$ cat src/rtl/ifetch_unit_pkg.sv
// ---------------------------------------------------------------------------
// ifetch_unit_pkg
// Shared definitions for the instruction fetch unit:
//   - fetch_state_t : FSM state encoding (IDLE, FETCH, EXEC)
//   - OP_JMP/OP_BRZ/OP_BRN : 7-bit opcodes (IR[15:9]) of the control-flow ops
//   - TIMEOUT_LIMIT : wait-counter value that aborts a fetch when the
//                     FETCH_TIMEOUT_EN build option is enabled
//   - branch_offset_of() : builds the sign-extended 6-bit branch offset
// ---------------------------------------------------------------------------
package ifetch_unit_pkg;

  typedef enum logic [1:0] {
    IDLE  = 2'd0,
    FETCH = 2'd1,
    EXEC  = 2'd2
  } fetch_state_t;

  localparam logic [6:0] OP_JMP = 7'b1110000;
  localparam logic [6:0] OP_BRZ = 7'b1100000;
  localparam logic [6:0] OP_BRN = 7'b1100001;

  localparam logic [7:0] TIMEOUT_LIMIT = 8'd255;

  // The branch offset is split across the destination and B-register
  // fields; the upper field's MSB is the sign bit of the 6-bit value.
  function automatic logic [15:0] branch_offset_of(input logic [2:0] hi_field,
                                                   input logic [2:0] lo_field);
    return {{10{hi_field[2]}}, hi_field, lo_field};
  endfunction

endpackage

$ cat src/rtl/ifetch_unit_ir_decode.sv
// ---------------------------------------------------------------------------
// ir_decode
// Purely combinational decode of the instruction register.
// Ports:
//   IR            in  16  instruction register contents
//   ir_valid      in   1  high only in the execute cycle; gates PL/JB/BC
//   PL, JB, BC    out  1  PC-load, jump/branch, branch-condition controls
//   branch_offset out 16  sign-extended {IR[8:6], IR[2:0]}
//   DA, AA, BA    out  3  register fields IR[8:6], IR[5:3], IR[2:0]
// The register fields and branch offset follow IR regardless of ir_valid so
// downstream logic can set up operands early; only the PC controls are gated.
// ---------------------------------------------------------------------------
module ir_decode
  import ifetch_unit_pkg::*;
(
  input  logic [15:0] IR,
  input  logic        ir_valid,
  output logic        PL,
  output logic        JB,
  output logic        BC,
  output logic [15:0] branch_offset,
  output logic [2:0]  DA,
  output logic [2:0]  AA,
  output logic [2:0]  BA
);

  logic [6:0] opcode;

  assign opcode = IR[15:9];

  // Control-flow decode. Everything defaults to 0 so that a stale IR held
  // during FETCH/IDLE can never load the PC.
  always_comb begin
    PL = 1'b0;
    JB = 1'b0;
    BC = 1'b0;
    if (ir_valid) begin
      case (opcode)
        OP_JMP: begin
          PL = 1'b1;
          JB = 1'b1;
        end
        OP_BRZ: begin
          PL = 1'b1;
        end
        OP_BRN: begin
          PL = 1'b1;
          BC = 1'b1;
        end
        default: begin
          PL = 1'b0;
        end
      endcase
    end
  end

  // Field extraction and offset formation are ungated.
  assign DA            = IR[8:6];
  assign AA            = IR[5:3];
  assign BA            = IR[2:0];
  assign branch_offset = branch_offset_of(IR[8:6], IR[2:0]);

endmodule

$ cat src/rtl/ifetch_unit.sv
// ---------------------------------------------------------------------------
// ifetch_unit
// Instruction fetch unit: IDLE -> FETCH -> EXEC -> FETCH ... sequencer that
// reads one instruction word per fetch, holds it in IR and pulses pc_advance
// during the single execute cycle.
// Ports:
//   clock, reset        in   1  rising-edge clock; synchronous active-high reset
//   PC                  in  16  program counter, sampled when a fetch starts
//   imem_req            out  1  high for every FETCH cycle
//   imem_addr           out 16  address latched at fetch start, held to ack
//   imem_ack            in   1  memory data valid (ignored outside FETCH)
//   imem_rdata          in  16  instruction word
//   IR                  out 16  instruction register
//   ir_valid            out  1  high in the EXEC cycle
//   pc_advance          out  1  one-cycle pulse in EXEC
//   PL, JB, BC          out  1  decoded PC controls (EXEC only)
//   branch_offset       out 16  sign-extended branch offset
//   DA, AA, BA          out  3  register fields
//   fetch_err           out  1  sticky timeout flag (FETCH_TIMEOUT_EN only)
// Build option: define FETCH_TIMEOUT_EN to abort a fetch after 255 cycles
// without ack; IR is then loaded with 16'h0000 and fetch_err is set.
// ---------------------------------------------------------------------------
module ifetch_unit
  import ifetch_unit_pkg::*;
(
  input  logic        clock,
  input  logic        reset,
  input  logic [15:0] PC,
  output logic        imem_req,
  output logic [15:0] imem_addr,
  input  logic        imem_ack,
  input  logic [15:0] imem_rdata,
  output logic [15:0] IR,
  output logic        ir_valid,
  output logic        pc_advance,
  output logic        PL,
  output logic        JB,
  output logic        BC,
  output logic [15:0] branch_offset,
  output logic [2:0]  DA,
  output logic [2:0]  AA,
  output logic [2:0]  BA
`ifdef FETCH_TIMEOUT_EN
  ,
  output logic        fetch_err
`endif
);

  fetch_state_t state;
  fetch_state_t next_state;

  logic        latch_addr;
  logic        load_ir;
  logic [15:0] ir_load_val;

`ifdef FETCH_TIMEOUT_EN
  logic [7:0] wait_count;
  logic       timeout_hit;
`endif

  // State register. Reset overrides everything, including an ack that
  // arrives in the same cycle.
  always_ff @(posedge clock) begin
    if (reset) begin
      state <= IDLE;
    end else begin
      state <= next_state;
    end
  end

  // Next-state and control decode. latch_addr marks every transition into
  // FETCH (from IDLE or EXEC) so the address is captured exactly once per
  // request and then held regardless of PC activity.
  always_comb begin
    next_state  = state;
    imem_req    = 1'b0;
    ir_valid    = 1'b0;
    pc_advance  = 1'b0;
    latch_addr  = 1'b0;
    load_ir     = 1'b0;
    ir_load_val = imem_rdata;
`ifdef FETCH_TIMEOUT_EN
    timeout_hit = 1'b0;
`endif
    case (state)
      IDLE: begin
        next_state = FETCH;
        latch_addr = 1'b1;
      end
      FETCH: begin
        imem_req = 1'b1;
        if (imem_ack) begin
          next_state = EXEC;
          load_ir    = 1'b1;
        end
`ifdef FETCH_TIMEOUT_EN
        // The count lags by one cycle, so LIMIT-1 here means this is the
        // LIMIT-th ackless FETCH cycle.
        else if (wait_count == (TIMEOUT_LIMIT - 8'd1)) begin
          next_state  = EXEC;
          load_ir     = 1'b1;
          ir_load_val = 16'h0000;
          timeout_hit = 1'b1;
        end
`endif
      end
      EXEC: begin
        ir_valid   = 1'b1;
        pc_advance = 1'b1;
        next_state = FETCH;
        latch_addr = 1'b1;
      end
      default: begin
        next_state = IDLE;
      end
    endcase
  end

  // Address latch and instruction register.
  always_ff @(posedge clock) begin
    if (reset) begin
      imem_addr <= 16'h0000;
      IR        <= 16'h0000;
    end else begin
      if (latch_addr) begin
        imem_addr <= PC;
      end
      if (load_ir) begin
        IR <= ir_load_val;
      end
    end
  end

`ifdef FETCH_TIMEOUT_EN
  // Wait counter: cleared whenever a new fetch begins, counts ackless
  // FETCH cycles. fetch_err is sticky until reset.
  always_ff @(posedge clock) begin
    if (reset) begin
      wait_count <= 8'd0;
      fetch_err  <= 1'b0;
    end else begin
      if (latch_addr) begin
        wait_count <= 8'd0;
      end else if ((state == FETCH) && !imem_ack) begin
        wait_count <= wait_count + 8'd1;
      end
      if (timeout_hit) begin
        fetch_err <= 1'b1;
      end
    end
  end
`endif

  // Decode of IR into PC controls and register fields.
  ir_decode u_ir_decode (
    .IR            (IR),
    .ir_valid      (ir_valid),
    .PL            (PL),
    .JB            (JB),
    .BC            (BC),
    .branch_offset (branch_offset),
    .DA            (DA),
    .AA            (AA),
    .BA            (BA)
  );

endmodule

$ cat config.mk
export PLATFORM = sky130hd
export DESIGN_NAME = ifetch_unit
export DESIGN_NICKNAME = d
export VERILOG_FILES = /design/src/rtl/ifetch_unit_pkg.sv /design/src/rtl/ifetch_unit_ir_decode.sv /design/src/rtl/ifetch_unit.sv
export SDC_FILE = /design/constraint.sdc
export NUM_CORES = 1
export LEC_CHECK = 0
export BUFFER_PORTS_ARGS = -buffer_cell sky130_fd_sc_hd__clkbuf_2
export CORE_UTILIZATION = 38
export CTS_CLUSTER_SIZE = 20
export DETAILED_ROUTE_END_ITERATION = 7
export PLACE_DENSITY = 0.83
export SLEW_MARGIN = 20
export SYNTH_ARGS = -nofsm -noshare
export SYNTH_HDL_FRONTEND = slang
export SYNTH_SLANG_ARGS = --single-unit
$ cat constraint.sdc
create_clock -name clock -period 1.3 [get_ports clock]
set_clock_uncertainty 0.05 [all_clocks]
set_input_delay 0.065 -clock clock [delete_from_list [all_inputs] [get_ports clock]]
set_output_delay 0.065 -clock clock [all_outputs]
set_load 0.05 [all_outputs]
# Word level (Yosys, flattened, before mapping)
# Cells that the tools add are included.
# W data, S select, Z words.
# totals
regBits	34
input_bits	35
out_inout_bits	63
# op_classes
n_eq_ne	6
n_mux	13
reduce_logical	3
# ops
cell	count
$eq A7 B7 Y1 const B	3
$mux W1	11
$pmux W2 S2	1
$reduce_or A3 Y1	1
$eq A2 B1 Y1 const B	1
$eq A2 B2 Y1 const B	1
$logic_not A2 Y1	1
$mux W2	1
$ne A2 B2 Y1 const B	1
$reduce_or A2 Y1	1

# Depth between registers and ports, before layout
# depth
ltp_word	4
ltp_mapped	4

# By module
# A second synthesis with hierarchy kept.
# unflattened
hier_cells	161
area_unflattened_um2	1624.1
# by_module_without_submodules
module	n_inst	cells_each	area_per_inst_um2
ifetch_unit	1	130	1378.8
ir_decode	1	31	245.2

# Least setup slack after synthesis
# Ideal clock, no wire load.
# synth_timing
path_type	reg2out
from	register IR[15]
to	output port JB
arrival_ns	2.527
required_ns	1.185
path_slack_ns	-1.342
stages_incl_launch_ff	3
path_cell_list	dfxtp_1 -> or3b_1 -> nor4_1
# synth_between
elab_chain_len	3
# synth_rtl
item	line	text
start: declaration	ifetch_unit.sv:33	output logic [15:0] IR,
start signal: assignment	ifetch_unit.sv:129	IR <= ir_load_val;
$eq A7 B7 Y1	ifetch_unit_ir_decode.sv:38	case (opcode)
$mux W1	ifetch_unit_ir_decode.sv:38	
$mux W1	ifetch_unit_ir_decode.sv:37	if (ir_valid) begin
end: declaration	ifetch_unit.sv:37	output logic JB,
# Every way passes these cells.

# Final worst setup path
# layout_timing
from	register IR[15]
to	output port BC
# layout_between
elab_chain_len	3
# layout_rtl
item	line	text
$eq A7 B7 Y1	ifetch_unit_ir_decode.sv:38	
$mux W1	ifetch_unit_ir_decode.sv:38	
$mux W1	ifetch_unit_ir_decode.sv:37	
end: declaration	ifetch_unit.sv:38	output logic BC,
# Every way passes these cells.

==> qor.yml <==
syn-instance-count: 161
synth_nets: 196
synth-seq-area-share: 0.4237
critPathBufInv: 1
path_cells: "or3b_4 > nor4b_4 > clkbuf_8"
crit_path_max_fanout: 3
clk_latency_ns: 0.28
yosysWarnings: 0
period_minus_slack_ns: 1.613
num_io_pins: 98
cpPeakStageDelay_ns: 0.43
power.density_nw_per_um2: 1077
max_freq_ghz: 0.6198
whs_ns: 0.03832
topRoutingLayerUsed: "met4"
cts-root-buf: "clkbuf_8"
drtIter0Drc: 32
post-route-period-util: 1.241
dr_wl_met2_um: 1964
worst_slack_ns: -0.3133
cts_tree: "yes"
cap_violations: 0
timing.critical_path.from_type: "register"
grt_pass1_wl_um: 5582
io_buffers: 97
hold_violations: 0
hp-class: "primary input to register"
dp_hpwl_um: 2310
slowest_stage: "or3b_4"
track_usage: 0.1727
antenna_left: 0
synth.cell_area_um2: 1607
setup-violations-final: 3
via_per_inst: 4.416
grt_max_degree: 36
syn_avg_cell_area_um2: 9.979
vdd_ir_drop_max_uv: 735.1
wirelength_um: 3839
grt_setup_unrepaired: "true"
start_util: 0.3988
cts_made_buffers: 5
row_count: 23
leakage_uw: 0.001223
gr-total-overflow: 0
worstMarginPinSlew_ns: 0.2880
grt_pass1_vias: 1227
max-slew-margin-rel: 0.8078
layout_common_cells: "82 x clkbuf_2, 32 x mux2i_1, 32 x nand2b_1, 32 x dlygate4sd3_1, 26 x dfxtp_1"
syn2layout_area_growth_pct: 60.51
wire_per_inst_um: 11.92
layout_commonest_cell: "clkbuf_2"
antenna_found_initial: 0
place.gp.congestion: 0.6538
core_area_um2: 4029
crit_type: "register to output port"
ys_ff_latch: 34
final-max-slew-violation-count: 0
drt-met1-wl_um: 1569
die_h_um: 67.02
worstPathRequired_ns: 1.19
finalNetCount: 306
die_area_um2: 4492
violations: "setup timing"
fin_tns_setup_ns: -0.8046
drc: 0
first_pass_iters: 4
cp.arrival_ns: 1.50
wl_met3_um: 209
cts_setup_buffers: 0
drive_above_1_share: 0.4779
nFillCells: 332
clk_path_buf_depth: 2
synthDistinctLibCells: 17
finalPower_uw: 2777
clkTransAtPathRegs_ns: 0.07
htreeDepth: 2
vias: 1422
cts.sinks: 34
end_kind: "output port"
outcome: "finished with violations"
final_util: 0.6401
diodes: 0
critPathTopFamily: "simple AND/OR/NAND/NOR gates"
die-width_um: 67.02
path summary, 6_finish.rpt:
check / start / depth (start not counted) / slack, ns / to
max: IR[15] / 3 / -0.31 / BC
min reg2reg: IR[4] / 2 / 0.44 / IR[4]
min: PC[10] / 3 / 0.04 / imem_addr[10]
max reg2reg: state[0] / 4 / 0.11 / IR[13]
tightest hold or removal path, cell delays in order:
cell      delay [ns]
clkbuf_2        0.10
mux2i_1         0.07
nor2_1          0.10
state kept, by name, indices dropped and copies added (netlist names):
name,flops
IR,16
imem_addr,16
state,2
timing repair:
action	4_1_cts	5_1_grt
cloned	0	1
hold endpoints to repair	32	0
hold buffers	32	0
endpoints found under the setup margin	18	24
gates resized for setup	21	6
pin swaps	2	0
metal layers:
layer	vias to the layer above	track usage
met5	-	0
met2	58	0.2900
met3	9	0.05137
li1	710	-
met1	645	0.1940
met4	0	0.09043
per-stage QoR:
step	setup WS [ns]	area, um2	instances
floorplan	-0.3510	1687	161
global placement	-0.1092	2058	281
detailed placement	-0.1275	2058	281
CTS	-0.3329	2546	321
global route	-0.3699	2579	322
finish	-0.3133	2579	322
cell families (layout without fill, tap and decap cells):
family,count (synthesis),count (layout),synth area share
simple gates,57,57,0.2072
compound gates,2,2,0.009349
mux,32,32,0.1994
flops,34,34,0.4237
buf+inv,36,147,0.1604
report_power, final:
part	internal (uW)	total [uW]	switching [uW]
Sequential	1110	1160	50.2
Clock	425	801	375
Combinational	297	820	524
Total	1830	2780	949
area by class of cell:
| cell class | count | area, um2 | share of cell area |
|---|---|---|---|
| Tap cell | 50 | 62.56 | 0.02426 |
| Timing Repair Buffer | 138 | 989.7 | 0.3838 |
| Clock inverter | 2 | 12.51 | 0.004852 |
| Inverter | 1 | 3.754 | 0.001456 |
| Clock buffer | 6 | 82.58 | 0.03202 |
| Sequential cell | 34 | 693.2 | 0.2688 |
| Multi-Input combinational cell | 91 | 734.5 | 0.2848 |
synth_stat cells:
library cell | number | area share
nand4bb_1 | 1 | 0.0070
nor4_1 | 1 | 0.0039
dfxtp_1 | 34 | 0.42
nor2b_1 | 3 | 0.012
mux2i_1 | 32 | 0.20
and3b_1 | 1 | 0.0055
a211oi_1 | 1 | 0.0047
buf_6 | 2 | 0.014
nor2_1 | 17 | 0.040
nor4b_2 | 1 | 0.0093
clkbuf_1 | 3 | 0.0070
or3b_1 | 1 | 0.0055
nand2b_1 | 32 | 0.12
inv_1 | 1 | 0.0023
buf_2 | 2 | 0.0062
o21a_1 | 1 | 0.0047
buf_4 | 28 | 0.13
No activity file was read; power rests on OpenSTA's default activity.
